File: config.mk
export PLATFORM = sky130hd
export DESIGN_NAME = cordic_fp_sequencer
export DESIGN_NICKNAME = d
export VERILOG_FILES = /design/src/rtl/cordic_fp_sequencer.sv
export SDC_FILE = /design/constraint.sdc
export NUM_CORES = 1
export LEC_CHECK = 0
export ABC_AREA = 1
export ABC_CLOCK_PERIOD_IN_PS = 8800
export BUFFER_PORTS_ARGS = -buffer_cell sky130_fd_sc_hd__buf_2
export CAP_MARGIN = 10
export CELL_PAD_IN_SITES_DETAIL_PLACEMENT = 2
export CELL_PAD_IN_SITES_GLOBAL_PLACEMENT = 2
export CORE_MARGIN = 2
export CORE_UTILIZATION = 33
export CTS_CLUSTER_DIAMETER = 30
export DETAILED_ROUTE_END_ITERATION = 8
export GPL_TIMING_DRIVEN = 0
export PLACE_DENSITY_LB_ADDON = 0.3
export SYNTH_ARGS = -nofsm -noshare
export SYNTH_HDL_FRONTEND = slang
export SYNTH_SLANG_ARGS = --single-unit
File: constraint.sdc
create_clock -name clock -period 8.8 [get_ports clock]
set_clock_uncertainty 0.15 [all_clocks]
set_input_delay 0.88 -clock clock [delete_from_list [all_inputs] [get_ports clock]]
set_output_delay 0.88 -clock clock [all_outputs]
set_load 0.1 [all_outputs]
File: src/rtl/cordic_fp_sequencer.sv
// Iterative rotation-mode CORDIC sequencer producing cos/sin of a float angle.
// All x/y/z updates are routed through one external pipelined float adder.
module cordic_fp_sequencer #(
  parameter int ITERATIONS  = 16,
  parameter int ADD_LATENCY = 7
) (
  input  logic        clock,
  input  logic        aclr,
  input  logic        start,
  input  logic [31:0] theta,
  output logic        busy,
  output logic        done,
  output logic [31:0] cos_out,
  output logic [31:0] sin_out,
  output logic [31:0] add_dataa,
  output logic [31:0] add_datab,
  output logic        add_sub,
  output logic        add_clk_en,
  input  logic [31:0] add_result
);

  localparam logic [31:0] K_INIT    = 32'h3F1B74EE;
  localparam logic [4:0]  LAST_ITER = 5'(ITERATIONS - 1);
  localparam int unsigned LAT       = ADD_LATENCY;

  typedef enum logic [1:0] {IDLE, ISSUE, WAIT, DONE} state_t;

  state_t      state, state_next;
  logic [1:0]  sub;
  logic [4:0]  iter;
  logic [31:0] x, y, z;
  logic [31:0] a_hold, b_hold;
  logic        op_hold;
  logic [31:0] a_issue, b_issue;
  logic        op_issue;
  logic [2:0]  tags [LAT];
  logic        cap_valid;
  logic [1:0]  cap_sel;
  logic        last_cap;
  logic        finish;

  function automatic logic [31:0] atan_rom(input logic [4:0] idx);
    case (idx)
      5'd0:  return 32'h3F490FDB;
      5'd1:  return 32'h3EED6338;
      5'd2:  return 32'h3E7ADBB0;
      5'd3:  return 32'h3DFEADD5;
      5'd4:  return 32'h3D7FAADE;
      5'd5:  return 32'h3CFFEAAE;
      5'd6:  return 32'h3C7FFAAB;
      5'd7:  return 32'h3BFFFEAB;
      5'd8:  return 32'h3B7FFFAB;
      5'd9:  return 32'h3AFFFFEB;
      5'd10: return 32'h3A7FFFFB;
      5'd11: return 32'h39FFFFFF;
      5'd12: return 32'h39800000;
      5'd13: return 32'h39000000;
      5'd14: return 32'h38800000;
      5'd15: return 32'h38000000;
      5'd16: return 32'h37800000;
      5'd17: return 32'h37000000;
      5'd18: return 32'h36800000;
      5'd19: return 32'h36000000;
      5'd20: return 32'h35800000;
      5'd21: return 32'h35000000;
      5'd22: return 32'h34800000;
      5'd23: return 32'h34000000;
      default: return '0;
    endcase
  endfunction

  // Multiply by 2^-sh through the exponent; anything that would underflow flushes to +0.
  function automatic logic [31:0] scale(input logic [31:0] v, input logic [4:0] sh);
    if (sh == 5'd0) return v;
    if (v[30:23] <= {3'b000, sh}) return '0;
    return {v[31], v[30:23] - {3'b000, sh}, v[22:0]};
  endfunction

  always_comb begin
    a_issue  = x;
    b_issue  = scale(y, iter);
    op_issue = z[31];
    case (sub)
      2'd1: begin
        a_issue  = y;
        b_issue  = scale(x, iter);
        op_issue = ~z[31];
      end
      2'd2: begin
        a_issue  = z;
        b_issue  = atan_rom(iter);
        op_issue = z[31];
      end
      default: ;
    endcase
  end

  assign cap_valid  = tags[LAT-1][2];
  assign cap_sel    = tags[LAT-1][1:0];
  assign last_cap   = cap_valid && (cap_sel == 2'd2);
  assign finish     = (state == WAIT) && last_cap && (iter == LAST_ITER);

  assign add_clk_en = (state != IDLE);
  assign busy       = (state == ISSUE) || (state == WAIT);
  assign add_dataa  = (state == ISSUE) ? a_issue  : a_hold;
  assign add_datab  = (state == ISSUE) ? b_issue  : b_hold;
  assign add_sub    = (state == ISSUE) ? op_issue : op_hold;

  always_comb begin
    state_next = state;
    case (state)
      IDLE:  if (start) state_next = ISSUE;
      ISSUE: if (sub == 2'd2) state_next = WAIT;
      WAIT:  if (last_cap) state_next = (iter == LAST_ITER) ? DONE : ISSUE;
      DONE:  state_next = IDLE;
      default: state_next = IDLE;
    endcase
  end

  always_ff @(posedge clock or posedge aclr) begin
    if (aclr) state <= IDLE;
    else      state <= state_next;
  end

  always_ff @(posedge clock or posedge aclr) begin
    if (aclr) begin
      for (int unsigned k = 0; k < LAT; k++) tags[k] <= '0;
      sub     <= '0;
      iter    <= '0;
      x       <= '0;
      y       <= '0;
      z       <= '0;
      a_hold  <= '0;
      b_hold  <= '0;
      op_hold <= 1'b0;
      done    <= 1'b0;
      cos_out <= '0;
      sin_out <= '0;
    end else begin
      if (add_clk_en) begin
        tags[0] <= {state == ISSUE, sub};
        for (int unsigned k = 1; k < LAT; k++) tags[k] <= tags[k-1];
        if (cap_valid) begin
          case (cap_sel)
            2'd0:    x <= add_result;
            2'd1:    y <= add_result;
            2'd2:    z <= add_result;
            default: ;
          endcase
        end
      end
      case (state)
        IDLE: if (start) begin
          x    <= K_INIT;
          y    <= '0;
          z    <= theta;
          iter <= '0;
          sub  <= '0;
        end
        ISSUE: begin
          a_hold  <= a_issue;
          b_hold  <= b_issue;
          op_hold <= op_issue;
          sub     <= (sub == 2'd2) ? 2'd0 : sub + 2'd1;
        end
        WAIT: if (last_cap && iter != LAST_ITER) iter <= iter + 5'd1;
        default: ;
      endcase
      // x and y settled two captures earlier, so they can be published alongside the final z capture.
      done <= finish;
      if (finish) begin
        cos_out <= x;
        sin_out <= y;
      end
    end
  end

endmodule
==> results.md <==
Synthesis:
- The unique cell type count in the Yosys netlist is 38.
- Of the synthesized area, sequential elements account for 52.9%.
- The fraction of synthesized area in multiplexers is 0%.
- After synthesis the cells add up to 12100 um2.
- During synthesis, Yosys emitted a total of 0 warnings.
- The most used flip-flop cell after synthesis is sky130_fd_sc_hd__dfrtp_1.
- The area share of fa/ha/maj cells after synthesis is 3.02%.
- Summing the areas of all and, or, nand and nor instances in the mapped netlist gives 24.5% of the synthesized area.
- The total nets after synthesis is 1589.
- The gate count after technology mapping is 1494.
- The synthesized design contains 0 enable-type register cells.
- The share of async-settable or async-resettable flops after synthesis is 100%.
- The xor-xnor portion of the synthesized cell area is 0.289%.
- The post-synthesis compound-gate area fraction is 13.2%.
- The average cell area after synthesis is 8.11 um2.
- By area, the combinational part of the netlist is dominated by simple AND/OR/NAND/NOR gates.
- Synthesis inferred 256 register bits.

Timing:
- Static timing analysis puts the maximum clock frequency at 195 MHz.
- The final worst hold slack is 163 ps.
- The number of hold violations in the final report is 0.
- The slew at the pin with the worst max-slew slack is 975 ps.
- The count of pins over their slew limit is 0.
- The final period demand of the worst path is 5130 ps.
- The setup TNS is 0 ps.
- In this run the tightest slew margin relative to its limit is 35.0%.
- Setup repair after global routing left no endpoint under its margin.
- Setup violations remaining at the end of the flow were counted as 0.
- The worst path uses 58.3% of the clock period.

Floorplanning:
- For this configuration, the core starts out at a cell density of 33.3%.
- Measured along the x axis, the die boundary spans 196 um.
- The area of the core is 36300 um2.
- The die area is 38200 um2.
- Measured along the y axis, the die boundary spans 196 um.
- The number of standard-cell rows in the floorplan is 70.
- The number of top-level pins is 199.

Detailed routing:
- The number of design rule violations left after detail routing is 0.
- The count of nets left with antenna violations once routing finished came out at 0.
- The via density per instance is 5.68.
- The post-detailed-routing wire length is 63700 um.
- The number of DRC violations after detailed-routing iteration 0 is 1017.
- The via count of the routed design is 13.0k.
- The routed length per instance is 27.8 um.
- The first detailed-routing pass ran for 5 iterations.

Layout:
- The ratio of cells with drive above 1 in the final layout is 20.2%.
- With fillers left out, the area of the finished cells amounts to 16300 um2.
- After the last flow step, the layout net total stands at 1862.
- After the flow finishes, the layout carries non-filler instances totaling 2293.
- Measured on the finished design, the core utilization comes to 44.9%.
- Fill cells in the final layout number 4002.
- The synthesis-to-finish area growth is 34.6%.

Power:
- Summed over all nets, the switching power comes to 1.05 mW.
- The static power due to leakage is 8.13 nW.
- The ratio of total power to cell area is 261 nW/um2.
- The worst-case IR drop observed on VDD is 140 uV.
- Of the total power, registers draw 29.5%.
- The internal portion of the total power is 3.21 mW.
- The combinational group share of total power is 4.8%.
- The switching portion of total power is 24.6%.
- The part of the total power dissipated in the clock network is 65.7%.

Placement:
- The number of cells after detailed placement is 2162.
- In this run the tool buffered the top-level ports with 198 buffer cells.
- After detailed placement, the total cell area comes to 13800 um2.
- The routability congestion estimate is 0.910.
- Once detailed placement completed, the half-perimeter wirelength came to 41200 um.

CTS:
- Clock-pin slew was measured on the worst setup and hold paths at 40 ps.
- The number of gates resized after cts is 0.
- The CTS sink count is 256.
- The worst-skew pair later-pin latency is 610 ps.
- The tree is rooted in a sky130_fd_sc_hd__clkbuf_16.
- CTS built an H-tree with a depth of 3.
- Buffers inserted during clock tree synthesis total 71.
- The maximum count of clock buffers along a single path is 3.
- TritonCTS built the clock tree.
- The hold-fix buffer count after cts is 0.
- The number of buffers inserted by post-CTS setup repair is 0.

Setup path:
- The cell family contributing the most delay on the critical path is simple AND/OR/NAND/NOR gates.
- The signal on the critical path passes through inv_1, buf_1, ha_1, nand2_1, nand3_1, nand2_1, nand2_1, nand2_2, nand2_1, nand2_1, nor2_1, nor2_1, nor2_1, buf_2.
- The biggest fanout along the worst timing path is 11.
- On the worst path, the slowest cell contributes a delay of 560 ps.
- The endpoint identified for the worst register-to-register timing path is b_hold[18].
- The origin of the worst setup path is iter[3].
- The arrival time reported for the critical path endpoint is 4100 ps.
- The worst setup path is captured at an output port.
- The count of cells along the worst register-to-register path is 14.
- The most prevalent standard cell on the critical path is sky130_fd_sc_hd__nand2_1.
- STA classifies the critical path startpoint as a register.
- The highest-delay cell along the critical path is sky130_fd_sc_hd__buf_1.
- The setup slack of the worst register-to-register path is 5460 ps.
- The critical path class is register to output port.
- The start of the worst register-to-register path is iter[3].
- The sum of buffers and inverters on the critical path is 3.
- Data on the critical path is required at its endpoint by 7770 ps.

GRT:
- The initial antenna violation count is 1.
- The wire length of the first global-routing pass is 94900 um.
- The aggregate global routing overflow is 0.
- Entering global routing, the biggest net connects 109 pins.
- Across every metal layer, demand over resource in global routing totals 33.7%.
- The via count of the first global-routing pass was 14.5k.

Worst hold path:
- The worst hold path class is input port to async pin.

Run:
- The number of maximum-capacitance constraint violations is 0.

Status:
- The run finished with clean final reports.
worst register-to-register path: stages (launching register included):
cell and delay, ps:
sky130_fd_sc_hd__dfrtp_1 400, sky130_fd_sc_hd__inv_1 180, sky130_fd_sc_hd__buf_1 560, sky130_fd_sc_hd__ha_1 390
sky130_fd_sc_hd__inv_1 90, sky130_fd_sc_hd__nand2_1 90, sky130_fd_sc_hd__nand3_1 120, sky130_fd_sc_hd__nand2_1 70
sky130_fd_sc_hd__nand2_1 160, sky130_fd_sc_hd__nand2_2 200, sky130_fd_sc_hd__buf_4 240, sky130_fd_sc_hd__nand3_1 80
sky130_fd_sc_hd__nand2_1 60, sky130_fd_sc_hd__a21oi_1 310, sky130_fd_sc_hd__nor2_1 110
Yosys cell counts (4+ instances only):
| library cell | number | share of area [%] |
|---|---|---|
| sky130_fd_sc_hd__a21oi_1 | 106 | 4.4 |
| sky130_fd_sc_hd__a31oi_1 | 59 | 3.0 |
| sky130_fd_sc_hd__buf_1 | 11 | 0.34 |
| sky130_fd_sc_hd__buf_2 | 19 | 0.79 |
| sky130_fd_sc_hd__buf_6 | 4 | 0.37 |
| sky130_fd_sc_hd__clkbuf_1 | 51 | 1.6 |
| sky130_fd_sc_hd__dfrtp_1 | 256 | 53 |
| sky130_fd_sc_hd__ha_1 | 26 | 2.7 |
| sky130_fd_sc_hd__inv_1 | 85 | 2.6 |
| sky130_fd_sc_hd__inv_2 | 6 | 0.19 |
| sky130_fd_sc_hd__nand2_1 | 425 | 13 |
| sky130_fd_sc_hd__nand3_1 | 130 | 5.4 |
| sky130_fd_sc_hd__nand4_1 | 6 | 0.31 |
| sky130_fd_sc_hd__nor2_1 | 153 | 4.7 |
| sky130_fd_sc_hd__o21ai_0 | 82 | 3.4 |
| sky130_fd_sc_hd__o21ai_1 | 38 | 1.6 |
| sky130_fd_sc_hd__or2_2 | 4 | 0.21 |
cell usage in the layout, fill, tap and decap left out, drive strengths merged, types with 2 or more instances in the layout:
cell type,synthesis,routed
nor3,3,3
ha,26,26
o211ai,3,3
or2,4,4
nand4,6,6
buf,37,237
inv,91,96
fa,2,2
clkbuf,51,144
o22ai,2,2
a21oi,108,108
xor2,2,2
bufinv,0,12
o21ai,120,120
nand2,427,427
nor2,155,155
clkinv,3,21
xnor2,2,2
clkinvlp,0,2
nand3,131,131
a31oi,59,59
dfrtp,256,256
state kept, by name, summed over array words and instances, names as in the netlist, 2 cells and up:
register,count
tags,18
x,32
cap_sel,2
a_hold,32
y,32
sub,2
cos_out,32
sin_out,32
z,32
state,2
iter,5
b_hold,32
metrics by stage:
step                      total power [mW]  worst slack [ps]
after floorplan                       1.38               728
after global placement                1.45             -2690
after detailed placement              1.46              4340
after CTS                             4.28              3710
after global routing                  4.35              3540
final                                 4.26              3670
cell type report:
class                   instances  area [um2]  area share [%]
inverters                      94         360            2.21
multi-input cells            1056        4960            30.4
well taps                     468         586            3.59
flip-flops and latches        256        6410            39.3
repair buffers                200        1050            6.41
diodes                          1        2.50          0.0153
clock inverters                37         543            3.33
plain buffers                  88         395            2.42
clock buffers                  93        2010            12.3
power by group through the flow:
stage          registers (mW)  logic, mW  clock network (mW)
6_report                 1.25      0.205                2.80
5_1_grt                  1.25      0.219                2.88
4_1_cts                  1.25      0.205                2.82
3_5_place_dp             1.26      0.197                   0
3_3_place_gp             1.26      0.189                   0
2_1_floorplan            1.24      0.132                   0
metal layers:
metal	track usage, %	vias to the layer above	wire length, um
met3	8.65	203	4820
met1	41.5	6697	25600
met2	54.9	638	30100
met4	17.3	2	3200
met5	0	-	12
li1	-	5492	-
worst max-delay path by stage:
stage                         end  cells after the start
floorplan               a_hold[0]                      1
global placement      sin_out[26]                      2
detailed placement  add_datab[17]                     13
CTS                 add_datab[17]                     13
global route        add_datab[15]                     13
finish               add_datab[9]                     14
cells by family after synthesis:
family / count (synthesis)
buffers and inverters: 182
adders and majority gates: 28
and+or+nand+nor: 728
AOI/OAI and AO/OA: 296
DFF: 256
xor gates and xnor gates: 4
No activity file was read; power rests on OpenSTA's default activity.
